[src/rtl/sub_serial_if.sv]
// rtl/sub_serial_if.sv - request/result bundle for the nibble-serial subtractor
interface sub_serial_if #(
    parameter int WIDTH = 32
);
    logic             start;
    logic [WIDTH-1:0] a;
    logic [WIDTH-1:0] b;
    logic             busy;
    logic             done;
    logic [WIDTH-1:0] d;
    logic             bout;
    logic             zero;
    logic             ovf;

    modport master (
        output start, a, b,
        input  busy, done, d, bout, zero, ovf
    );

    modport slave (
        input  start, a, b,
        output busy, done, d, bout, zero, ovf
    );
endinterface

[src/rtl/sub_serial.sv]
// rtl/sub_serial.sv - WIDTH-bit subtractor built from one 4-bit slice reused per nibble
module sub_serial #(
    parameter int WIDTH = 32
) (
    input  logic        clk,
    input  logic        rst,
    sub_serial_if.slave bus
);
    localparam int N  = WIDTH / 4;
    localparam int IW = (N > 1) ? $clog2(N) : 1;
    localparam logic [IW-1:0] LAST_IDX = IW'(N - 1);

    typedef enum logic {
        IDLE,
        RUN
    } state_t;

    state_t           state_q, state_d;
    logic [WIDTH-1:0] a_q, a_d;
    logic [WIDTH-1:0] b_q, b_d;
    logic [WIDTH-1:0] d_q, d_d;
    logic [IW-1:0]    idx_q, idx_d;
    logic             carry_q, carry_d;
    logic             done_q, done_d;
    logic             bout_q, bout_d;
    logic             zero_q, zero_d;
    logic             ovf_q, ovf_d;

    logic [3:0]       a_nib;
    logic [3:0]       b_nib;
    logic [4:0]       slice;

    // The single shared 4-bit slice: a + ~b + carry on the current nibble
    always_comb begin
        a_nib = a_q[{idx_q, 2'b00} +: 4];
        b_nib = b_q[{idx_q, 2'b00} +: 4];
        slice = {1'b0, a_nib} + {1'b0, ~b_nib} + {4'b0000, carry_q};
    end

    // Next-state and datapath control; results are only published on the last nibble
    always_comb begin
        state_d = state_q;
        a_d     = a_q;
        b_d     = b_q;
        d_d     = d_q;
        idx_d   = idx_q;
        carry_d = carry_q;
        done_d  = 1'b0;
        bout_d  = bout_q;
        zero_d  = zero_q;
        ovf_d   = ovf_q;

        case (state_q)
            IDLE: begin
                if (bus.start) begin
                    state_d = RUN;
                    a_d     = bus.a;
                    b_d     = bus.b;
                    d_d     = '0;
                    idx_d   = '0;
                    carry_d = 1'b1;
                    bout_d  = 1'b0;
                    zero_d  = 1'b0;
                    ovf_d   = 1'b0;
                end
            end
            RUN: begin
                d_d[{idx_q, 2'b00} +: 4] = slice[3:0];
                carry_d = slice[4];
                idx_d   = idx_q + 1'b1;
                if (idx_q == LAST_IDX) begin
                    state_d = IDLE;
                    done_d  = 1'b1;
                    idx_d   = '0;
                    carry_d = 1'b1;
                    // Carry out of a + ~b + 1 is the inverse of the unsigned borrow
                    bout_d  = ~slice[4];
                    zero_d  = (d_d == '0);
                    ovf_d   = (a_q[WIDTH-1] != b_q[WIDTH-1]) && (slice[3] != a_q[WIDTH-1]);
                end
            end
            default: state_d = IDLE;
        endcase
    end

    // State and datapath registers with synchronous reset
    always_ff @(posedge clk) begin
        if (rst) begin
            state_q <= IDLE;
            a_q     <= '0;
            b_q     <= '0;
            d_q     <= '0;
            idx_q   <= '0;
            carry_q <= 1'b1;
            done_q  <= 1'b0;
            bout_q  <= 1'b0;
            zero_q  <= 1'b0;
            ovf_q   <= 1'b0;
        end else begin
            state_q <= state_d;
            a_q     <= a_d;
            b_q     <= b_d;
            d_q     <= d_d;
            idx_q   <= idx_d;
            carry_q <= carry_d;
            done_q  <= done_d;
            bout_q  <= bout_d;
            zero_q  <= zero_d;
            ovf_q   <= ovf_d;
        end
    end

    assign bus.busy = (state_q == RUN);
    assign bus.done = done_q;
    assign bus.d    = d_q;
    assign bus.bout = bout_q;
    assign bus.zero = zero_q;
    assign bus.ovf  = ovf_q;
endmodule

[src/flat_wrapper.sv]
// flat-port wrapper written by rule: the top's interface ports become plain ports
module sub_serial_flat 
#(
    parameter int WIDTH = 32
)
  (clk, rst, bus_start, bus_a, bus_b, bus_busy, bus_done, bus_d, bus_bout, bus_zero, bus_ovf);
  sub_serial_if #(.WIDTH(WIDTH)) bus_i ();
  input  logic clk;
  input  logic rst;
  input wire logic [$bits(bus_i.start)-1:0] bus_start;
  input wire logic [$bits(bus_i.a)-1:0] bus_a;
  input wire logic [$bits(bus_i.b)-1:0] bus_b;
  output wire logic [$bits(bus_i.busy)-1:0] bus_busy;
  output wire logic [$bits(bus_i.done)-1:0] bus_done;
  output wire logic [$bits(bus_i.d)-1:0] bus_d;
  output wire logic [$bits(bus_i.bout)-1:0] bus_bout;
  output wire logic [$bits(bus_i.zero)-1:0] bus_zero;
  output wire logic [$bits(bus_i.ovf)-1:0] bus_ovf;
  assign bus_i.start = bus_start;
  assign bus_i.a = bus_a;
  assign bus_i.b = bus_b;
  assign bus_busy = bus_i.busy;
  assign bus_done = bus_i.done;
  assign bus_d = bus_i.d;
  assign bus_bout = bus_i.bout;
  assign bus_zero = bus_i.zero;
  assign bus_ovf = bus_i.ovf;
  sub_serial #(.WIDTH(WIDTH)) u_core (.clk(clk), .rst(rst), .bus(bus_i));
endmodule
[config.mk]
export PLATFORM = sky130hd
export DESIGN_NAME = sub_serial_flat
export DESIGN_NICKNAME = d
export VERILOG_FILES = /design/src/rtl/sub_serial_if.sv /design/src/rtl/sub_serial.sv /design/src/flat_wrapper.sv
export SDC_FILE = /design/constraint.sdc
export NUM_CORES = 1
export LEC_CHECK = 0
export CORE_ASPECT_RATIO = 0.7
export CORE_MARGIN = 1
export CORE_UTILIZATION = 35
export CTS_CLUSTER_SIZE = 8
export DETAILED_ROUTE_END_ITERATION = 6
export DONT_BUFFER_PORTS = 1
export PLACE_DENSITY = 0.59
export SLEW_MARGIN = 15
export SYNTH_ARGS = -nofsm -noshare
export SYNTH_HDL_FRONTEND = slang
export SYNTH_SLANG_ARGS = --single-unit
[constraint.sdc]
create_clock -name clk -period 7.04 [get_ports clk]
set_clock_uncertainty 0.05 [all_clocks]
set_input_delay 1.408 -clock clk [delete_from_list [all_inputs] [get_ports clk]]
set_output_delay 1.408 -clock clk [all_outputs]
set_load 0.1 [all_outputs]
## Yosys cells after proc, flatten, opt, wreduce, memory -nomap -nowiden

Cells that the tools add are included.

- Register bits after elaboration: 105
- Bits of input ports: 67
- Word-level logic and storage cells: 51

- $add $sub $neg: 4
- Equal/unequal tests: 5
- Shifts and indexed selects: 4
- Muxes and demuxes: 20
- Bitwise operators: 3
- Reductions and logical operators: 5

Operators by type and width:

| operator | number |
|---|---|
| 32-bit case mux with 2 select lines | 1 |
| 32-bit by 6-bit variable part select with 4-bit output | 2 |
| 32-bit bitwise mux | 1 |
| 32-bit logical NOT | 1 |
| 32-bit 2-to-1 mux | 1 |
| 4-bit by 7-bit variable shift with 32-bit output, first input constant | 1 |
| 4-bit by 7-bit variable part select with 32-bit output | 1 |
| 1-bit case mux with 2 select lines | 5 |
| 1-bit 2-to-1 mux | 9 |
| 5-bit negation with 7-bit output | 1 |
| 3-bit 2-to-1 mux | 2 |
| 3-bit case mux with 2 select lines | 1 |
| 4-bit by 4-bit adder with 5-bit output | 1 |
| 5-bit by 1-bit adder with 5-bit output | 1 |
| 2-bit != test, second input constant | 2 |
| 4-bit NOT | 1 |
| 2-bit AND reduction | 2 |
| 3-bit by 1-bit adder with 3-bit output, second input constant | 1 |
| 3-bit == test, second input constant | 1 |
| 1-bit != test | 2 |
| 1-bit NOT | 2 |
| 2-bit OR reduction | 1 |
| 1-bit logical AND | 1 |

## Depth between registers and ports, before layout

- Depth after elaboration: 9
- Mapped depth: 13
- Gate-level depth less buffers: 12

## Worst setup path before layout

No wires, ideal clock.

- Kind: reg-to-reg
- From: reg u_core.idx_q[0]
- To: reg u_core.zero_q (netlist: u_core.bus.zero)
- Library setup time: 0.069 ns
- Arrival time: 3.473 ns
- Setup slack: 3.448 ns
- Cell stages (with the launch flop): 13
- Buffers on the path: 2
- Period minus slack after synthesis: 3.592 ns
- Path through: dfxtp_1 buf_2 buf_2 mux4_2 mux2i_1 fa_1 inv_1 fa_1 xor2_1 nor3b_1 a22oi_1 or4b_1 o21ai_1

- Word-level cells in the longest chain between the ends: 9
- Elaborated cells between the ends (all ways): 15
- Classes of those cells: add/sub (3); eq/ne (2); shift (4); mux (3); bitwise (1); reduce/logical (2)

Ends and longest elaborated chain:

| element | line | source |
|---|---|---|
| start: declaration | sub_serial.sv:22 | `logic [IW-1:0] idx_q, idx_d;` |
| start signal: assignment | sub_serial.sv:104 | `idx_q <= idx_d;` |
| 32-bit by 6-bit variable part select with 4-bit output | sub_serial.sv:36 | `b_nib = b_q[{idx_q, 2'b00} +: 4];` |
| 4-bit NOT | sub_serial.sv:37 | `slice = {1'b0, a_nib} + {1'b0, ~b_nib} + {4'b0000, carry_q};` |
| 4-bit by 4-bit adder with 5-bit output | sub_serial.sv:37 |  |
| 5-bit by 1-bit adder with 5-bit output | sub_serial.sv:37 |  |
| 4-bit by 7-bit variable part select with 32-bit output | sub_serial.sv:68 | `d_d[{idx_q, 2'b00} +: 4] = slice[3:0];` |
| 32-bit bitwise mux | sub_serial.sv:68 |  |
| 32-bit logical NOT | sub_serial.sv:78 | `zero_d = (d_d == '0);` |
| 1-bit 2-to-1 mux | sub_serial.sv:71 | `if (idx_q == LAST_IDX) begin` |
| 1-bit case mux with 2 select lines | sub_serial.sv:53 | `case (state_q)` |
| end signal: assignment | sub_serial.sv:108 | `zero_q <= zero_d;` |
| end: declaration | sub_serial.sv:26 | `logic zero_q, zero_d;` |

Parallel ways exist; a longest one is shown, timed or not. The select of a mux whose other input is x is not followed.
A chain may end at the register's enable or synchronous reset.

## Final worst setup path

Ends and elaborated chain as after synthesis.

==> flow_summary.json <==
{
  "syn_area_per_cell_um2": 8.59,
  "layout.nets": 604,
  "setup-tns-final_ns": 0,
  "post-route-util_pct": 39.3,
  "die_area_mm2": 0.0142,
  "grt_pass1_vias": 3671,
  "cts-root-buf": "clkbuf_16",
  "num_rows": 35,
  "regToRegStartpoint": "u_core.idx_q[0]",
  "grt-ovfl-total": 0,
  "cp_num_buf_inv": 1,
  "hold_viol_final": 0,
  "fmax_mhz": 249,
  "synthMuxAreaShare_pct": 10.7,
  "period_minus_slack_ns": 4.01,
  "drt-pass1-iter-count": 5,
  "rrSetupSlack_ns": 3.03,
  "netlist_instances": 558,
  "maxCapViolCount": 0,
  "holdCritPathClass": "reg2reg",
  "start_util_pct": 36.1,
  "p_clk_share_pct": 39.4,
  "whs_endpoint": "u_core.b_q[25]",
  "yosysSeqAreaShare_pct": 43.9,
  "antenna_cells": 0,
  "grt_first_pass_wirelength_um": 19900,
  "ctsLongestPathBuffers": 2,
  "synth_compound_area_share_pct": 16.0,
  "post-dp-hpwl_um": 8800,
  "gp_congestion": 0.810,
  "setup.worst_path.start_class": "flip-flop",
  "cts.sinks": 105,
  "grt_usage_pct": 18.0,
  "rr_worst_depth": 10,
  "worstSetupPathType": "reg2reg",
  "worstSetupEndpointType": "flip-flop",
  "met3_usage_pct": 5.15,
  "die_w_um": 142,
  "combPwrFrac_pct": 12.8,
  "synth_flop_cell": "dfxtp_1",
  "power.internal_uw": 972,
  "synth_top_family_by_area": "simple AND/OR/NAND/NOR gates",
  "synth.ff_latch_count": 105,
  "tritoncts": "yes",
  "tightest_slew_ns": 1.15,
  "grt_use_met1_pct": 25.7,
  "worstPathArrival_ns": 4.20,
  "post-route-period-util_pct": 57.0,
  "yosys_warnings": 0,
  "whs_path_depth": 2,
  "tritoncts.num_buffers": 9,
  "ctsHoldBuffers": 0,
  "via_count": 3850,
  "wire_per_inst_um": 17.2,
  "routed_wirelength_um": 12300,
  "outcome": "finished, final reports clean",
  "post_cts_buffers": 0,
  "setup_viol": 0,
  "hold_start": "u_core.b_q[25]",
  "ant_nets": 0,
  "clk_latency_ns": 0.35,
  "slowest_delay_ns": 0.92,
  "syn_area_mm2": 0.00479,
  "yosys.area_share.simple_pct": 22.0,
  "cp_slowest_cell": "xor2_1",
  "portBuffers": 0,
  "cts.repair.resized": 0,
  "synth-xor-area-share_pct": 0.365,
  "timing.rr.end": "u_core.bus.zero",
  "maxSlewViolCount": 0,
  "synth_fa_ha_area_share_pct": 2.66,
  "avgViaCountPerCell": 5.36,
  "ys_types": 49,
  "syn_nets": 634,
  "dieHeight_um": 99.9,
  "clkTransAtPathRegs_ns": 0.08,
  "cp_max_fo": 20,
  "p_sw_share_pct": 28.3,
  "ir_drop_v": 0.000109,
  "multi_input_area_mm2": 0.00249,
  "required_ns": 7.23,
  "p_switching_uw": 384,
  "n_fill_cell": 1309,
  "seqCellArea_mm2": 0.00210,
  "busiest_layer": "met2",
  "p_leak_nw": 1.86,
  "drt_iter0_drc": 335,
  "synth_edf_count": 0,
  "powerDensity_mw_per_mm2": 260,
  "route.detailed.drc": 0,
  "syn_to_final_growth_pct": 8.72,
  "synth-async-reset-ratio_pct": 0,
  "cp_top_family": "XOR/XNOR gates",
  "path_cells": "buf_4 -> mux4_2 -> nand2_1 -> nand2_1 -> fa_1 -> o21ai_0 -> xor2_1 -> a2111oi_0 -> o21ai_1 -> o21ai_1",
  "core_mm2": 0.0133,
  "slew_headroom_pct": 23.0,
  "io_pins": 104,
  "seqPwrFrac_pct": 47.8,
  "antenna_found_initial": 0,
  "ctsHtreeMaxLevel": 3,
  "grt_max_degree": 106,
  "rsz0062_at_grt": "false",
  "gr-usage-met2_pct": 26.5,
  "layout-drive-gt1-share_pct": 9.19
}
[stage by stage]
stage	power [mW]	hold slack, ns	instance area [µm²]	setup slack, ns	cells
5_1_grt	1.42	0.418	5210	2.73	718
3_3_place_gp	0.828	0.386	4870	3.24	701
2_1_floorplan	0.801	0.383	4790	3.45	558
3_5_place_dp	0.833	0.388	4870	3.10	701
4_1_cts	1.37	0.399	5190	3.07	717
6_report	1.36	0.406	5210	3.03	718
[how the worst max path moves through the flow]
| stage | from | to | slack, ns | cells past startpoint |
|---|---|---|---|---|
| after CTS | u_core.idx_q[0] | u_core.bus.zero | 3.07 | 10 |
| after detailed placement | u_core.idx_q[0] | u_core.bus.zero | 3.10 | 10 |
| final | u_core.idx_q[0] | u_core.bus.zero | 3.03 | 10 |
| after floorplan | u_core.idx_q[0] | u_core.bus.zero | 3.45 | 12 |
| after global routing | u_core.idx_q[0] | u_core.bus.zero | 2.73 | 10 |
| after global placement | u_core.idx_q[0] | u_core.bus.zero | 3.24 | 10 |
[cells in the mapped netlist, types with 4 or more instances]
master | count | area (µm²)
inv_1 | 6 | 22.5
buf_2 | 4 | 20.0
mux2i_1 | 14 | 140
a32oi_1 | 9 | 78.8
mux4_2 | 16 | 360
dfxtp_1 | 105 | 2100
nand2_1 | 143 | 537
a21oi_1 | 74 | 370
nor2_1 | 45 | 169
nand2b_1 | 5 | 31.3
a22oi_1 | 26 | 195
nor2b_1 | 4 | 25.0
clkbuf_1 | 31 | 116
o21ai_0 | 5 | 25.0
ha_1 | 7 | 87.6
buf_1 | 7 | 26.3
nor3_1 | 8 | 40.0
[sequential cells by signal, summed over array words and instances (netlist names)]
| signal | cells |
|---|---|
| u_core.a_q | 32 |
| u_core.b_q | 32 |
| u_core.bus.bout | 1 |
| u_core.bus.busy | 1 |
| u_core.bus.d | 32 |
| u_core.bus.done | 1 |
| u_core.bus.ovf | 1 |
| u_core.bus.zero | 1 |
| u_core.carry_q | 1 |
| u_core.idx_q | 3 |
[placed cells by master, fill, tap and decap left out, drive strengths merged, types with 3 or more instances in the layout]
master    n
nor2b     4
a21oi    74
and2      3
mux2i    14
dfxtp   105
nor2     46
nand2b    5
inv      13
nand3     3
nor3     11
nor3b     3
buf       4
o21ai     7
clkbuf    9
a32oi     9
mux4     16
nand2   143
a22oi    26
ha        7
[worst register-to-register path: stages (launching register included)]
cell	delay, ns
dfxtp_1	0.59
buf_4	0.38
mux4_2	0.56
nand2_1	0.09
nand2_1	0.08
fa_1	0.41
o21ai_0	0.22
xor2_1	0.92
a2111oi_0	0.32
o21ai_1	0.22
o21ai_1	0.07
[cell type report]
cell class	instances	area share [%]
Clock buffer	9	4.32
Multi-Input combinational cell	401	47.8
Clock inverter	7	1.78
Inverter	7	0.504
Sequential cell	105	40.4
Tap cell	185	4.44
Timing Repair Buffer	4	0.816
[cells by family after synthesis]
| group | Yosys count |
|---|---|
| AND/OR/NAND/NOR | 232 |
| multiplexers | 31 |
| AO/OA/AOI/OAI | 127 |
| XOR/XNOR | 2 |
| buffers and inverters | 52 |
| adder cells (fa/ha/maj) | 9 |
| flip-flops | 105 |
[power groups by stage]
| stage | clock network [mW] | registers, mW | logic [mW] |
|---|---|---|---|
| after floorplan | 0 | 0.656 | 0.145 |
| after global placement | 0 | 0.662 | 0.166 |
| after detailed placement | 0 | 0.662 | 0.171 |
| after CTS | 0.545 | 0.648 | 0.172 |
| after global routing | 0.575 | 0.651 | 0.194 |
| final | 0.534 | 0.648 | 0.174 |
[metal layers]
| metal | vias up | wire length [µm] |
|---|---|---|
| li1 | 1877 | - |
| met1 | 1849 | 6100 |
| met2 | 113 | 5360 |
| met3 | 11 | 767 |
| met4 | 0 | 112 |
| met5 | - | 0 |
No activity file was read; power rests on OpenSTA's default activity.
